--- config.mk ---
export PLATFORM = sky130hd
export DESIGN_NAME = sort4_sched
export DESIGN_NICKNAME = d
export VERILOG_FILES = /design/src/rtl/sort_pkg.sv /design/src/rtl/sort4_core.sv /design/src/rtl/sort4_sched.sv
export SDC_FILE = /design/constraint.sdc
export NUM_CORES = 1
export LEC_CHECK = 0
export ABC_AREA = 1
export CORE_UTILIZATION = 52
export DETAILED_ROUTE_END_ITERATION = 10
export PLACE_DENSITY = 0.88
export SLEW_MARGIN = 20
export SYNTH_ARGS = -nofsm -noshare
export SYNTH_HDL_FRONTEND = slang
export SYNTH_SLANG_ARGS = --single-unit
--- constraint.sdc ---
create_clock -name clk -period 2.25 [get_ports clk]
set_clock_uncertainty 0.1 [all_clocks]
set_input_delay 0.3375 -clock clk [delete_from_list [all_inputs] [get_ports clk]]
set_output_delay 0.3375 -clock clk [all_outputs]
set_load 0.02 [all_outputs]
--- src/rtl/sort_pkg.sv ---
// Shared types and constants for the 4-element, 8-bit sorting pipeline.
package sort_pkg;

    localparam int ELEM_W   = 8;
    localparam int N_ELEM   = 4;
    localparam int SORT_LAT = 4;
    localparam int JOB_W    = ELEM_W * N_ELEM;

    typedef logic [ELEM_W-1:0] elem_t;
    typedef logic [N_ELEM-1:0][ELEM_W-1:0] job_t;

    typedef struct packed {
        elem_t hi;
        elem_t lo;
    } pair_t;

    // Compare-exchange: the basic cell of the sorting network.
    function automatic pair_t order2(input elem_t a, input elem_t b);
        pair_t p;
        if (a <= b) begin
            p.lo = a;
            p.hi = b;
        end else begin
            p.lo = b;
            p.hi = a;
        end
        return p;
    endfunction

endpackage

--- src/rtl/sort4_core.sv ---
// Four-stage, free-running ascending sort of four 8-bit elements.
// out_data[7:0] is the minimum and out_data[31:24] the maximum.
module sort4_core
    import sort_pkg::*;
(
    input  logic clk,
    input  logic rst,
    input  job_t in_data,
    output job_t out_data
);

    job_t  s0;
    pair_t s1_a, s1_b;
    elem_t s2_min, s2_mid_a, s2_mid_b, s2_max;

    pair_t c01, c23, c_lo, c_hi, c_mid;

    assign c01   = order2(s0[0], s0[1]);
    assign c23   = order2(s0[2], s0[3]);
    assign c_lo  = order2(s1_a.lo, s1_b.lo);
    assign c_hi  = order2(s1_a.hi, s1_b.hi);
    assign c_mid = order2(s2_mid_a, s2_mid_b);

    always_ff @(posedge clk or negedge rst) begin
        // NOTE: data stages are reset as well, so res_data is never X after reset.
        if (!rst) begin
            s0       <= '0;
            s1_a     <= '0;
            s1_b     <= '0;
            s2_min   <= '0;
            s2_mid_a <= '0;
            s2_mid_b <= '0;
            s2_max   <= '0;
            out_data <= '0;
        end else begin
            // NOTE: non-blocking, so each stage captures the previous stage's old value.
            s0       <= in_data;
            s1_a     <= c01;
            s1_b     <= c23;
            s2_min   <= c_lo.lo;
            s2_mid_a <= c_lo.hi;
            s2_mid_b <= c_hi.lo;
            s2_max   <= c_hi.hi;
            out_data <= {s2_max, c_mid.hi, c_mid.lo, s2_min};
        end
    end

endmodule

--- src/rtl/sort4_sched.sv ---
// Round-robin scheduler sharing one sort4_core among NREQ requesters.
// Optional per-requester grant counters: define SORT_SCHED_STATS_EN.
module sort4_sched
    import sort_pkg::*;
#(
    parameter int NREQ = 4,
    parameter int TAGW = 2
) (
    input  logic                  clk,
    input  logic                  rst,
    input  logic                  en,
    input  logic                  flush,
    input  logic [NREQ-1:0]       req_valid,
    input  logic [NREQ*JOB_W-1:0] req_data,
    output logic [NREQ-1:0]       req_ready,
    output logic                  res_valid,
    output logic [TAGW-1:0]       res_tag,
`ifdef SORT_SCHED_STATS_EN
    output logic [NREQ*16-1:0]    grant_cnt,
`endif
    output logic [JOB_W-1:0]      res_data
);

    localparam int LAT = SORT_LAT;

    logic [TAGW-1:0]          rr_ptr;
    logic [TAGW-1:0]          gnt_idx;
    logic                     fire;
    logic                     acc_valid;
    logic [TAGW-1:0]          acc_tag;
    job_t                     acc_job;
    logic [LAT-1:0]           vld_sr;
    logic [LAT-1:0][TAGW-1:0] tag_sr;
    job_t                     core_out;

    function automatic logic [TAGW-1:0] wrap_idx(input int v);
        return TAGW'(v % NREQ);
    endfunction

    // First valid requester at or after rr_ptr, wrapping; nothing while disabled or flushing.
    always_comb begin
        // NOTE: defaults first, so no path leaves an output unassigned (no latch).
        req_ready = '0;
        gnt_idx   = '0;
        fire      = 1'b0;
        if (en && !flush) begin
            for (int k = 0; k < NREQ; k++) begin
                if (!fire && req_valid[wrap_idx(int'(rr_ptr) + k)]) begin
                    fire    = 1'b1;
                    gnt_idx = wrap_idx(int'(rr_ptr) + k);
                end
            end
            req_ready[gnt_idx] = fire;
        end
    end

    // Acceptance register, then a valid/tag shift aligned with the core stages.
    always_ff @(posedge clk or negedge rst) begin
        if (!rst) begin
            rr_ptr    <= '0;
            acc_valid <= 1'b0;
            acc_tag   <= '0;
            acc_job   <= '0;
            vld_sr    <= '0;
            tag_sr    <= '0;
        end else begin
            acc_valid <= fire;
            vld_sr    <= flush ? '0 : {vld_sr[LAT-2:0], acc_valid};
            tag_sr    <= {tag_sr[LAT-2:0], acc_tag};
            if (fire) begin
                rr_ptr  <= (gnt_idx == TAGW'(NREQ - 1)) ? '0 : gnt_idx + 1'b1;
                acc_tag <= gnt_idx;
                acc_job <= req_data[int'(gnt_idx)*JOB_W +: JOB_W];
            end
        end
    end

    sort4_core u_core (
        .clk      (clk),
        .rst      (rst),
        .in_data  (acc_job),
        .out_data (core_out)
    );

    assign res_valid = vld_sr[LAT-1];
    assign res_tag   = tag_sr[LAT-1];
    assign res_data  = core_out;

`ifdef SORT_SCHED_STATS_EN
    logic [NREQ-1:0][15:0] cnt;

    always_ff @(posedge clk or negedge rst) begin
        if (!rst) begin
            cnt <= '0;
        end else if (fire && cnt[gnt_idx] != 16'hFFFF) begin
            cnt[gnt_idx] <= cnt[gnt_idx] + 16'd1;
        end
    end

    assign grant_cnt = cnt;
`endif

endmodule

-- Word level (Yosys, flattened, before mapping)
Index checks and enable logic that the tools add are counted.
- bits in registers: 177
- bits of input ports: 136
- output and inout bits: 39
- logic and storage cells: 88
- add/sub/neg operators: 4
- magnitude comparators: 11
- equal/unequal tests: 1
- shift operators: 1
- multiplexer cells: 33
- bitwise logic cells: 1
- reduce and logical (&&, ||, !) cells: 9
- operators with widths (operator ; count):
    128-bit by 8-bit variable part select with 32-bit output ; 1
    16-bit 2-to-1 mux ; 5
    8-bit <= comparator ; 5
    2-bit by 3-bit less-than comparator with 1-bit output, second input constant ; 5
    1-bit 2-to-1 mux ; 14
    2-bit 2-to-1 mux ; 7
    1-bit binary-select mux with 2-bit select ; 4
    4-bit 2-to-1 mux ; 2
    1-bit logical AND ; 5
    2-bit by 1-bit adder with 2-bit output, second input constant ; 2
    2-bit adder, second input constant ; 2
    4-bit AND ; 1
    1-bit logical NOT ; 4
    1-bit demux with 2-bit select ; 1
    2-bit equality test, second input constant ; 1
    2-bit by 1-bit greater-or-equal comparator with 1-bit output, second input constant ; 1

-- Longest topological paths before layout
- depth after elaboration: 22
- depth in mapped cells: 18
- gate-level depth less buffers: 16

-- By module
Synthesis repeated with hierarchy kept, for this count alone.
- cells, all modules: 1144
- area, all modules: 9331.4 um^2
- by module, submodules not included (module ; times used ; cells each ; area each (um^2) ; sequential area each (um^2)):
    sort4_core ; 1 ; 563 ; 5921.9 ; 3203.1
    sort4_sched ; 1 ; 581 ; 3409.5 ; 1226.2

-- Least setup slack after synthesis
OpenSTA, ideal clock, no wires.
- kind: flip-flop to output port
- start point: register rr_ptr[0]
- end point: output port req_ready[1]
- arrival time: 1.691 ns
- data required time: 1.812 ns
- slack: 0.121 ns
- stages on the path, launching flop included: 14
- buffers on the path: 2
- path through: dfrtp_1 > buf_6 > inv_4 > nand2_1 > nand2_2 > nand2_1 > nand2_1 > nand2_1 > nand3_1 > nand2_2 > inv_1 > nand2_4 > buf_4 > nor2_1
- cells in the longest elaborated chain, start to end: 22
- elaborated cells between the ends (all ways): 37
- those cells by class: add/sub (3); order compare (2); mux (24); bitwise (1); reduce/logical (7)
- RTL lines (item ; line ; text):
    start, declared ; sort4_sched.sv:26 ; logic [TAGW-1:0] rr_ptr;
    start signal, assigned ; sort4_sched.sv:71 ; rr_ptr <= (gnt_idx == TAGW'(NREQ - 1)) ? '0 : gnt_idx + 1'b1;
    1-bit binary-select mux with 2-bit select ; sort4_sched.sv:48 ; if (!fire && req_valid[wrap_idx(int'(rr_ptr) + k)]) begin
    1-bit 2-to-1 mux (not written as such) ; sort4_sched.sv:48 ;
    1-bit 2-to-1 mux ; sort4_sched.sv:48 ;
    1-bit 2-to-1 mux ; sort4_sched.sv:46 ; if (en && !flush) begin
    1-bit logical NOT ; sort4_sched.sv:48 ;
    1-bit logical AND ; sort4_sched.sv:48 ;
    1-bit 2-to-1 mux ; sort4_sched.sv:48 ;
    1-bit 2-to-1 mux ; sort4_sched.sv:46 ;
    [... 6 more ...] ; - ;
    2-bit 2-to-1 mux ; sort4_sched.sv:48 ;
    2-bit 2-to-1 mux ; sort4_sched.sv:46 ;
    2-bit by 3-bit less-than comparator with 1-bit output (not written as such) / 2-bit by 1-bit greater-or-equal comparator with 1-bit output (equally long branches) ; sort4_sched.sv:53 ; req_ready[gnt_idx] = fire;
    1-bit logical AND (not written as such) ; sort4_sched.sv:53 ;
    1-bit 2-to-1 mux (not written as such) ; sort4_sched.sv:53 ;
    1-bit demux with 2-bit select ; sort4_sched.sv:53 ;
    4-bit AND (no line) (*) ; - ;
    4-bit 2-to-1 mux (*) ; sort4_sched.sv:46 ;
    end, declared ; sort4_sched.sv:15 ; output logic [NREQ-1:0] req_ready,
Mark *: on every way between the ends. The rest lies on a longest branch, timed or not. The select of a mux whose other input is x is not followed.

-- Final worst setup path
Ends and elaborated chain as after synthesis.

==> impl_results.md <==
- Post-Route Setup TNS: -4.44 ns
- DR WL/cell: 13.9 um
- Reg2reg start: rr_ptr[0]$_DFFE_PN0P_
- Routed vias/inst: 4.99
- Most numerous cell in the Yosys netlist: nand2_1
- Finished Layout Cells: 1,480
- Gpl congestion: 0.936
- CTS buffer count: 17
- Critical register-to-register path endpoint: acc_job[26]$_DFFE_PN0P_
- DP Worst Slack: -0.495 ns
- Relative slew slack: 67.6%
- Setup violators final: 37
- Clk slew on worst S/H paths: 0.06 ns
- Global-route wire length before repair: 32.9 mm
- Failing checks: setup timing
- Dpl cells: 1,433
- Crit share post-route: 110%
- Cell taking the most area after synthesis: dfrtp_1
- Critical path's slowest cell: dfrtp_2
- Final count of hold timing violations: 0
- CTS Buffer Depth: 2
- Worst min-delay path category: flip-flop to flip-flop
- CTS sink cnt: 177
- Initial Utilization: 53.6%
- Yosys reg bits: 177
- Post-synth EDFFs: 0
- Unrepaired setup endpoints after global routing: true
- LEAKAGE: 5.98 nW
- Synth cell types: 25
- Area of the multi-input gates: 3470 um^2
- FMAX: 403 MHz
- Most used cell, CP: nand2_2
- Fillers: 1,172
- PD cells: 1550 nW/um^2
- Die area: 16,900 um^2
- Site row count: 46
- CP required: 1.81 ns
- H-tree depth: 4
- Post-synthesis cell count: 1,043
- Hold EP: u_core.out_data[6]$_DFF_PN0_
- Top post-synthesis cells by area: dfrtp_1 52%, nand2_1 14%, inv_1 6.9%
- Hold path start: u_core.s2_min[6]$_DFF_PN0_
- Overall routing resource usage: 25.5%
- Iter 0 DRT Violations: 430
- Setup Crit Path Kind: flip-flop to output port
- Hold path depth: 0
- Met2 Use GR: 44.7%
- CTS tree: yes
- DP HPWL: 14.8 mm
- CP max FO: 6
- Worst Max-Slew Pin Slew: 0.482 ns
- Register area share after synthesis: 51.8%
- CP Data Arrival Time: 2.04 ns
- Syn Nets: 1,219
- Gr busiest metal: met2
- Vias: 7,379
- Met1 Resource Use GR: 29.0%
- Reg-to-reg slack, setup: -0.15 ns
- Die Y: 130 um
- Synthesis Warnings: 0
- Routing usage on met3: 5.58%
- Outcome: finished with violations
- Max stage delay on crit path: 0.48 ns
- Register area: 4430 um^2
- Fin nets: 1,426
- Post-route minimum period: 2.48 ns
- Critical Path Sink Type: output port
- 1st-pass router iterations: 5
- Hold_ws: 0.247 ns
- Routed Antenna Nets: 0
- Post-synthesis average cell area: 8.19 um^2
- Post-route DRC violation count: 0
- Initial antenna violation count: 1
- Overflow after GRT: 0
- Asr flop ratio synth: 100%
- Final Core Density: 73.5%
- Largest net degree at the start of global routing: 62
- Reg2Reg Depth: 15
- Drt total wl: 20.6 mm
- Final WS setup: -0.231 ns
- Max VDD drop: 799 uV
- Post-synth top area share: 51.8%
- Die width: 130 um
- Most frequent cells after synthesis: 326 x nand2_1, 177 x dfrtp_1, 157 x inv_1, 74 x nand3_1, 61 x a21oi_1
- Share of layout cells above drive strength 1: 11.6%
- Core area: 15,900 um^2
- Number of global-route vias before repair: 6,994
- CP Launch Type: flip-flop
- Worst path bufs/invs: 3
- WP depth: 13
- Final slew viol count: 0
- Area Overhead vs Synth: 37.1%
- Max-cap viol count: 0
- Insertion delay to the later sink of the worst-skew pair: 0.42 ns
- CP delay by family, top: simple AND/OR/NAND/NOR gates
- CTS root buffer: clkbuf_16
- Post-synthesis cell area: 8540 um^2
- PortBufs: 174
- CP cell instances: buf_6, nand2_4, nand2_4, nand2_2, nand2_2, nand2_2, nand2_1, nand2_1, nand2_2, inv_2, nand2_4, nor2_4, buf_6
- Synth Flop Type: dfrtp_1
- Top-level I/O count: 175
cells in the final DEF, fill, tap and decap left out, drive strengths merged, types with 2 or more instances in the layout:
master	netlist	final
nand2	331	331
o21bai	32	32
clkbuf	18	19
inv	161	165
buf	29	63
nand3	75	75
dfrtp	177	177
ha	40	40
clkdlybuf4s50	0	169
a21oi	61	61
clkinvlp	0	3
bufinv	0	2
o21ai	49	49
nor2	60	60
clkinv	0	4
o211ai	5	5
o41ai	3	4
per-stage QoR:
step | power (mW) | area, um^2
2_1_floorplan | 10.9 | 8540
3_3_place_gp | 13.6 | 10700
3_5_place_dp | 14.0 | 10700
4_1_cts | 17.4 | 11500
5_1_grt | 19.6 | 11700
6_report | 18.2 | 11700
worst max-delay path by stage:
stage	from	end	slack, ns
detailed placement	req_valid[1]	req_ready[1]	-0.50
global route	rr_ptr[0]$_DFFE_PN0P_	req_ready[1]	-0.35
global placement	req_valid[1]	req_ready[1]	-0.46
floorplan	rr_ptr[0]$_DFFE_PN0P_	req_ready[1]	0.12
finish	rr_ptr[0]$_DFFE_PN0P_	req_ready[1]	-0.23
CTS	rr_ptr[0]$_DFFE_PN0P_	req_ready[3]	-0.17
what timing repair did:
action	4_1_cts	5_1_grt
pin swaps	11	13
setup buffers	7	3
hold endpoints to repair	32	0
endpoints found under the setup margin	52	53
gates resized for setup	48	37
gates cloned	1	2
hold buffers	1	0
layer usage:
layer / wire, um / up-vias
li1: - / 3657
met1: 8220 / 3391
met2: 10400 / 265
met3: 1110 / 66
met4: 936 / 0
met5: 0 / -
power breakdown:
part	leakage, nW	switching, mW	total, mW	internal [mW]
clock network	0.288	1.23	2.95	1.71
registers	2.17	0.788	5.59	4.80
logic	3.52	5.68	9.63	3.95
logic make-up (layout without fill, tap and decap cells):
| kind of cell | after synthesis | in the layout | synth area share, % |
|---|---|---|---|
| AOI/OAI and AO/OA | 151 | 152 | 10.1 |
| adders and majority gates | 40 | 40 | 5.86 |
| buffers and inverters | 208 | 427 | 10.2 |
| DFF | 177 | 177 | 51.8 |
| other | 0 | 1 | 0 |
| and+or+nand+nor | 467 | 467 | 22.0 |
flip-flops by register name, indices dropped and copies added, names as in the netlist:
| signal | flops |
|---|---|
| u_core.s2_min | 8 |
| u_core.s0 | 32 |
| u_core.s2_mid_b | 8 |
| u_core.s2_mid_a | 8 |
| vld_sr | 4 |
| u_core.out_data | 32 |
| u_core.s2_max | 8 |
| acc_job | 32 |
| acc_tag | 2 |
| u_core.s1_b | 16 |
| acc_valid | 1 |
| tag_sr | 6 |
| u_core.s1_a | 16 |
| res_tag | 2 |
| rr_ptr | 2 |
cell type report:
type / instances / area share (%)
sequential: 177 / 37.8
clock buffer: 19 / 3.87
tap: 216 / 2.31
timing repair buffer: 234 / 19.9
antenna: 1 / 0.0214
inverter: 161 / 5.22
clock inverter: 13 / 1.29
multi-input combinational: 659 / 29.6
(Power assumes the default switching activity.)
